**config.mk**
```make
export PLATFORM = sky130hd
export DESIGN_NAME = sec_countdown_flat
export DESIGN_NICKNAME = d
export VERILOG_FILES = /design/src/rtl/sec_countdown_pkg.sv /design/src/rtl/sec_countdown_if.sv /design/src/rtl/sec_countdown_tick_edge_sync.sv /design/src/rtl/sec_countdown.sv /design/src/flat_wrapper.sv
export SDC_FILE = /design/constraint.sdc
export NUM_CORES = 1
export LEC_CHECK = 0
export CAP_MARGIN = 25
export CELL_PAD_IN_SITES_DETAIL_PLACEMENT = 1
export CELL_PAD_IN_SITES_GLOBAL_PLACEMENT = 2
export CORE_ASPECT_RATIO = 1.1
export CORE_MARGIN = 4
export CORE_UTILIZATION = 27
export DETAILED_ROUTE_END_ITERATION = 7
export PLACE_DENSITY_LB_ADDON = 0.1
export SLEW_MARGIN = 20
export SYNTH_ARGS = -nofsm -noshare
export SYNTH_HDL_FRONTEND = slang
export SYNTH_SLANG_ARGS = --single-unit
```
**constraint.sdc**
```tcl
create_clock -name sys_clk -period 2.11 [get_ports sys_clk]
set_input_delay 0.3165 -clock sys_clk [delete_from_list [all_inputs] [get_ports sys_clk]]
set_output_delay 0.3165 -clock sys_clk [all_outputs]
set_load 0.005 [all_outputs]
```
**src/rtl/sec_countdown_pkg.sv**
```systemverilog
// Shared types and defaults for the 1 Hz seconds countdown.
`timescale 1ns/1ps
package sec_countdown_pkg;

  localparam int CNT_W_DEF = 8;

  typedef enum logic [1:0] {
    IDLE = 2'd0,
    RUN  = 2'd1,
    HOLD = 2'd2
  } state_t;

endpackage

```
**src/rtl/sec_countdown_if.sv**
```systemverilog
// Load handshake, run control and status bundle between phase controller and countdown.
`timescale 1ns/1ps
interface sec_countdown_if
  import sec_countdown_pkg::*;
#(
  parameter int CNT_W = CNT_W_DEF
);

  logic             load_valid;
  logic [CNT_W-1:0] load_value;
  logic             load_ready;
  logic             pause;
  logic             abort;
  logic [CNT_W-1:0] remaining;
  logic             busy;
  logic             done;
  logic             tick_out;

  modport master (
    output load_valid, load_value, pause, abort,
    input  load_ready, remaining, busy, done, tick_out
  );

  modport slave (
    input  load_valid, load_value, pause, abort,
    output load_ready, remaining, busy, done, tick_out
  );

endinterface

```
**src/rtl/sec_countdown_tick_edge_sync.sv**
```systemverilog
// 1 Hz rising-edge to one-cycle tick; SECCNT_SYNC_EN adds a 2-flop synchronizer.
// Registered tick: 3rd (SECCNT_SYNC_EN) or 2nd sys_clk edge sampling the input high.
`timescale 1ns/1ps
module tick_edge_sync (
  input  logic sys_clk,
  input  logic sys_rst_n,
  input  logic clk_1hz_in,
  output logic tick_out
);

`ifdef SECCNT_SYNC_EN
  localparam int STAGES = 2;
`else
  localparam int STAGES = 1;
`endif

  logic [STAGES-1:0] smp;
  logic [STAGES-1:0] smp_vld;
  logic              lvl;
  logic              lvl_vld;
  logic              prev;
  logic              armed;
  logic              tick_q;

  assign lvl     = smp[STAGES-1];
  assign lvl_vld = smp_vld[STAGES-1];

  // armed blocks a tick until a genuine low has been sampled, so a high input at reset release is not an edge
  always_ff @(posedge sys_clk or negedge sys_rst_n) begin
    if (!sys_rst_n) begin
      smp     <= '0;
      smp_vld <= '0;
      prev    <= 1'b0;
      armed   <= 1'b0;
      tick_q  <= 1'b0;
    end else begin
`ifdef SECCNT_SYNC_EN
      smp     <= {smp[0], clk_1hz_in};
      smp_vld <= {smp_vld[0], 1'b1};
`else
      smp     <= clk_1hz_in;
      smp_vld <= 1'b1;
`endif
      prev <= lvl;
      if (lvl_vld && !lvl) begin
        armed <= 1'b1;
      end
      tick_q <= lvl && !prev && armed;
    end
  end

  assign tick_out = tick_q;

endmodule

```
**src/rtl/sec_countdown.sv**
```systemverilog
// Loadable seconds countdown on the 1 Hz tick with pause, abort and a done pulse (SECCNT_SYNC_EN: input sync).
// load_ready is combinational (IDLE and no abort); loads while busy are refused, no queueing.
`timescale 1ns/1ps
module sec_countdown
  import sec_countdown_pkg::*;
#(
  parameter int CNT_W = CNT_W_DEF
) (
  input  logic            sys_clk,
  input  logic            sys_rst_n,
  input  logic            clk_1hz_in,
  sec_countdown_if.slave  cd
);

  state_t           state;
  state_t           state_nxt;
  logic             tick;
  logic             load_ready_c;
  logic             busy_c;
  logic             load_fire;
  logic             run_tick;
  logic             expire;
  logic [CNT_W-1:0] remaining_q;
  logic             done_q;

  tick_edge_sync u_tick (
    .sys_clk    (sys_clk),
    .sys_rst_n  (sys_rst_n),
    .clk_1hz_in (clk_1hz_in),
    .tick_out   (tick)
  );

  always_ff @(posedge sys_clk or negedge sys_rst_n) begin
    if (!sys_rst_n) begin
      state <= IDLE;
    end else begin
      state <= state_nxt;
    end
  end

  // abort outranks pause, which outranks the tick
  always_comb begin
    state_nxt = state;
    case (state)
      IDLE: begin
        if (load_fire && (cd.load_value != '0)) begin
          state_nxt = RUN;
        end
      end
      RUN: begin
        if (cd.abort) begin
          state_nxt = IDLE;
        end else if (cd.pause) begin
          state_nxt = HOLD;
        end else if (expire) begin
          state_nxt = IDLE;
        end
      end
      HOLD: begin
        if (cd.abort) begin
          state_nxt = IDLE;
        end else if (!cd.pause) begin
          state_nxt = RUN;
        end
      end
      default: state_nxt = IDLE;
    endcase
  end

  always_comb begin
    load_ready_c = (state == IDLE) && !cd.abort;
    busy_c       = (state != IDLE);
  end

  assign load_fire = cd.load_valid && load_ready_c;
  assign run_tick  = (state == RUN) && !cd.abort && !cd.pause && tick;
  assign expire    = run_tick && (remaining_q == CNT_W'(1));

  // decrement guarded by a non-zero count so the counter can never wrap
  always_ff @(posedge sys_clk or negedge sys_rst_n) begin
    if (!sys_rst_n) begin
      remaining_q <= '0;
      done_q      <= 1'b0;
    end else begin
      done_q <= expire || (load_fire && (cd.load_value == '0));
      if ((state != IDLE) && cd.abort) begin
        remaining_q <= '0;
      end else if (load_fire) begin
        remaining_q <= cd.load_value;
      end else if (run_tick && (remaining_q != '0)) begin
        remaining_q <= remaining_q - CNT_W'(1);
      end
    end
  end

  assign cd.load_ready = load_ready_c;
  assign cd.busy       = busy_c;
  assign cd.remaining  = remaining_q;
  assign cd.done       = done_q;
  assign cd.tick_out   = tick;

endmodule

```
**src/flat_wrapper.sv**
```systemverilog
// flat-port wrapper written by rule: the top's interface ports become plain ports
module sec_countdown_flat import sec_countdown_pkg::*;
#(
  parameter int CNT_W = CNT_W_DEF
)
  (sys_clk, sys_rst_n, clk_1hz_in, cd_load_valid, cd_load_value, cd_pause, cd_abort, cd_load_ready, cd_remaining, cd_busy, cd_done, cd_tick_out);
  sec_countdown_if #(.CNT_W(CNT_W)) cd_i ();
  input  logic sys_clk;
  input  logic sys_rst_n;
  input  logic clk_1hz_in;
  input wire logic [$bits(cd_i.load_valid)-1:0] cd_load_valid;
  input wire logic [$bits(cd_i.load_value)-1:0] cd_load_value;
  input wire logic [$bits(cd_i.pause)-1:0] cd_pause;
  input wire logic [$bits(cd_i.abort)-1:0] cd_abort;
  output wire logic [$bits(cd_i.load_ready)-1:0] cd_load_ready;
  output wire logic [$bits(cd_i.remaining)-1:0] cd_remaining;
  output wire logic [$bits(cd_i.busy)-1:0] cd_busy;
  output wire logic [$bits(cd_i.done)-1:0] cd_done;
  output wire logic [$bits(cd_i.tick_out)-1:0] cd_tick_out;
  assign cd_i.load_valid = cd_load_valid;
  assign cd_i.load_value = cd_load_value;
  assign cd_i.pause = cd_pause;
  assign cd_i.abort = cd_abort;
  assign cd_load_ready = cd_i.load_ready;
  assign cd_remaining = cd_i.remaining;
  assign cd_busy = cd_i.busy;
  assign cd_done = cd_i.done;
  assign cd_tick_out = cd_i.tick_out;
  sec_countdown #(.CNT_W(CNT_W)) u_core (.sys_clk(sys_clk), .sys_rst_n(sys_rst_n), .clk_1hz_in(clk_1hz_in), .cd(cd_i));
endmodule
```
== Word-level counts from Yosys, hierarchy flattened ==
Cells that the tools add are included.

* Register bits after elaboration: 16
* Bits of input ports: 14
* Logic and storage cells: 50

* $add $sub $neg: 1
* Equality and inequality tests: 6
* Multiplexer cells: 10
* Reductions and logical operators: 25

{| class="wikitable"
|+ Operators by type and width
! kind !! number
|-
| two-way mux 8 bit || 3
|-
| nonzero test 8 bit || 2
|-
| logical AND 1 bit || 13
|-
| two-way mux 2 bit || 6
|-
| == test 8 x 1 -> 1 bit, second input constant || 1
|-
| zero test 8 bit || 1
|-
| subtractor 8 x 1 -> 8 bit, second input constant || 1
|-
| case mux 2 bit (3 select lines) || 1
|-
| zero test 1 bit || 4
|-
| != test 4 x 3 -> 1 bit, second input constant || 1
|-
| != test 3 bit, second input constant || 1
|-
| AND reduction 3 bit || 1
|-
| nonzero test 3 bit || 1
|-
| == test 2 x 1 -> 1 bit, second input constant || 1
|-
| == test 2 bit, second input constant || 1
|-
| zero test 2 bit || 1
|-
| != test 2 x 1 -> 1 bit, second input constant || 1
|-
| nonzero test 2 bit || 1
|-
| logical OR 1 bit || 1
|}

== Depth between registers and ports, before layout ==
* Depth after elaboration: 9
* Mapped depth: 6
* Gate-level depth less buffers: 6

== By module ==
Synthesis repeated with hierarchy kept, for this count alone.

* Cell total of the unflattened synthesis: 85
* Area total of the unflattened synthesis: 877.1 sq um

{| class="wikitable"
|+ Modules (own cells, without submodules)
! module !! instances !! cells an instance !! area an instance (sq um)
|-
| sec_countdown || 1 || 75 || 729.4
|-
| tick_edge_sync || 1 || 10 || 147.6
|}

== Least setup slack after synthesis ==
No wires, ideal clock.

* Path kind: reg2reg
* From: reg u_core.remaining_q[4], in the netlist u_core.cd.remaining[4]
* To: reg u_core.remaining_q[7], in the netlist u_core.cd.remaining[7]
* Setup time: 0.082 ns
* Arrival: 1.839 ns
* Required time: 2.028 ns
* Slack: 0.189 ns
* Cell stages (with the launch flop): 5
* Path buffers: 0
* Clock period less this slack: 1.921 ns
* Cell sequence: dfrtp_1 -> or4_4 -> or4_1 -> or3_1 -> a31oi_1

* Cells in the longest elaborated chain, start to end: 4
* Elaborated cells between the ends (all ways): 7

{| class="wikitable"
|+ Ends and longest elaborated chain
! what !! line !! RTL
|-
| start, declared || sec_countdown.sv:23 || <nowiki>logic [CNT_W-1:0] remaining_q;</nowiki>
|-
| start signal, assigned || sec_countdown.sv:89 || <nowiki>remaining_q <= cd.load_value;</nowiki>
|-
| start signal, assigned || sec_countdown.sv:91 || <nowiki>remaining_q <= remaining_q - CNT_W'(1);</nowiki>
|-
| subtractor 8 x 1 -> 8 bit || sec_countdown.sv:91 ||
|-
| two-way mux 8 bit || sec_countdown.sv:90 || <nowiki>end else if (run_tick && (remaining_q != '0)) begin</nowiki>
|-
| two-way mux 8 bit || sec_countdown.sv:88 || <nowiki>end else if (load_fire) begin</nowiki>
|-
| two-way mux 8 bit || sec_countdown.sv:86 || <nowiki>if ((state != IDLE) && cd.abort) begin</nowiki>
|}

Parallel ways exist; a longest one is shown, timed or not. The select of a mux whose other input is x is not followed.
A chain may end at the register's enable or synchronous reset.

== Worst setup path after layout ==
Ends and elaborated chain as after synthesis.

==> metrics.txt <==
layout cell share with drive strength beyond 1=0.2500; register area=400.4 um^2; row cnt=21; Clock Latency Late Sink=0.30 ns; first-pass GRT wire length=4105 um; Remaining DRCs=0; CTS Root Cell=clkbuf_4; YS warnings=0; Hold Path Class=input port to asynchronous set/reset pin; top-count cell post-synth=dfrtp_1; Initial Util=0.2799; Die Wd=61.37 um; # IOs=26; CP Class=flop to flop; crit share post-route=0.9519; Max Clock Skew=0.01473 ns; register share of total power=0.393; Clock Sinks=16; DR WL/cell=15.96 um; post-synth cell types=34; antenna viol nets, final=0; Synth top area share=0.4734; Hold Fails Final Rpt=0; Final nets=141; drt first pass iters=4; FMAX=497.9 MHz; CP max-delay cell=or4_4; WP data arrival=2.24 ns; Clk pwr share=0.212; P&R area growth vs syn=53.11%; fin worst setup slack=0.1015 ns; FFs w/ async S/R, synth=1.000; most used cell, CP=or4_4; status=finished clean; pre-CTS setup slack=-0.02881 ns; Synth Net Count=96; Switching Share=0.3159; via count=815; Post-DP HPWL=1953 um; required time worst endpoint=2.34 ns; max-cap viol count=0; placed cell area=0.001232 mm^2; crit end category=flop; combinational share of power=0.395; Cell Int Power=688.2 uW; sequential fraction of the synthesis area=0.4734; Final Max Tran Viols=0; mapped cell area=845.8 um^2; leakage power=0.0005328 uW; Core ar.=0.003022 mm^2; # port buffers=25; GRT Resource Usage Total=0.1382; PD cells=776.9 mW/mm^2; Post-Synthesis Cells=80; P_sw=317.8 uW; CTS Buf Count=3; # setup viols final=0; Post-Route WL=2522 um; CTS clk-pin slew, worst paths=0.11 ns; Synth Flop Type=dfrtp_1; TritonCTS clock tree=built; multi-input combinational cell area=430.4 um^2; Final Instance Area=0.001295 mm^2; CP max stage delay=0.60 ns; CP Cell Sequence=or4_4 -> or4_4 -> or3_1 -> a31oi_1; total power=1006 uW; initial DRC count=22; vias per inst=5.158; Die Y=66.70 um; top cell type by total area after synthesis=dfrtp_1; RSZ-0062 raised after global routing=false; most frequent cells after synthesis=16 x dfrtp_1, 10 x o21ai_0; area of the die=0.004093 mm^2; Max clock buf depth=2; fillers=349; antenna violations before repair=0; Tmin final=2.008 ns; synth top area cells=dfrtp_1 47%, o21ai_0 5.9%, a31oi_1 3.0%; Peak VDD IR=0.3305 mV; pin count of the biggest net entering global routing=17; global route overflow=0; H-tree Lvls=1; vias in the first global route=862; Antenna Cells=0; global placement routability congestion=0.7431; worst hold slack=0.3338 ns; EDFF count, synth=0; Avg Synthesized Cell Area=10.57 um^2; Synth Register Bits=16; crit start category=flop; final core occ=0.4286; CP max FO=6
## flip-flops by register name (all words and copies together), names as in the netlist
name / cells
u_core.cd.done: 1
u_core.cd.remaining: 8
u_core.state: 2
u_core.u_tick.armed: 1
u_core.u_tick.lvl: 1
u_core.u_tick.lvl_vld: 1
u_core.u_tick.prev: 1
u_core.u_tick.tick_out: 1
## layout make-up
cell class                 instances  share of cell area
inverter                           4             0.01159
timing repair buffer              41              0.2860
clock buffer                       4             0.02802
tap                               34             0.03285
multi-input combinational         59              0.3324
sequential                        16              0.3092
## final timing paths
kind	from	endpoint	slack (ns)	depth (start not counted)
worst max-delay path	u_core.cd.remaining[4]	u_core.cd.remaining[7]	0.10	4
worst min-delay path	sys_rst_n	u_core.cd.remaining[4]	0.33	2
worst max register to register	u_core.cd.remaining[4]	u_core.cd.remaining[7]	0.10	4
worst min register to register	u_core.u_tick.lvl	u_core.u_tick.prev	0.38	0
max in group asynchronous	sys_rst_n	u_core.cd.remaining[1]	1.57	2
min in group sys_clk	u_core.u_tick.lvl	u_core.u_tick.prev	0.38	0
## power by group through the flow
stage | clock (uW) | sequential [uW] | combinational [uW]
after detailed placement | 0 | 401 | 383
after CTS | 223 | 396 | 385
final | 213 | 396 | 398
after floorplan | 0 | 414 | 136
after global routing | 237 | 403 | 436
after global placement | 0 | 399 | 379
## layout by cell type (no fill, tap or decap), drive strengths merged
cell,Yosys,final
clkdlybuf4s50,0,25
buf,0,16
dfrtp,16,16
o21ai,10,10
or4,6,6
inv,4,4
nand2,4,4
a31oi,4,4
a21oi,4,4
clkbuf,1,4
or2,2,2
nor4,2,2
nor2,2,2
nor3b,2,2
xnor2,2,2
o31ai,2,2
ha,2,2
nor4b,2,2
or3,2,2
nor3,1,1
nand4,1,1
or3b,1,1
o211ai,1,1
a211o,1,1
o2111ai,1,1
nor4bb,1,1
a211oi,1,1
xor2,1,1
mux2,1,1
o22ai,1,1
a21o,1,1
conb,1,1
## logic make-up after synthesis
family | count (synthesis) | share of synthesized area
multiplexers | 1 | 0.01331
other | 1 | 0.004434
flip-flops | 16 | 0.4734
buffers and inverters | 5 | 0.02218
adder cells (fa/ha/maj) | 2 | 0.02958
AND/OR/NAND/NOR | 26 | 0.2248
XOR/XNOR | 3 | 0.03107
AO/OA/AOI/OAI | 26 | 0.2012
## per-layer routing
layer	global-route usage	routed length (um)	vias to the layer above
met5	0	0	-
met4	0.05570	19	0
met3	0.02713	162	2
met2	0.2341	1221	19
met1	0.1673	1119	400
li1	-	-	394
## critical path: cells and delay by family, from the launching register on
kind,cells,cell delay (ns)
AND/OR/NAND/NOR,3,1.36
flip-flops,1,0.41
AO/OA/AOI/OAI,1,0.17
## timing repair
action | CTS | global route
endpoints found under the setup margin | 0 | 2
gates resized for setup | 0 | 1
buffers inserted | 0 | 3
hold buffers | 0 | 0
## stage by stage
stage / instances / setup TNS (ns)
5_1_grt: 158 / 0
4_1_cts: 155 / 0
3_3_place_gp: 151 / -0.004842
6_report: 158 / 0
3_5_place_dp: 151 / -0.06003
2_1_floorplan: 80 / 0
Power figures use the tool's default switching activity.
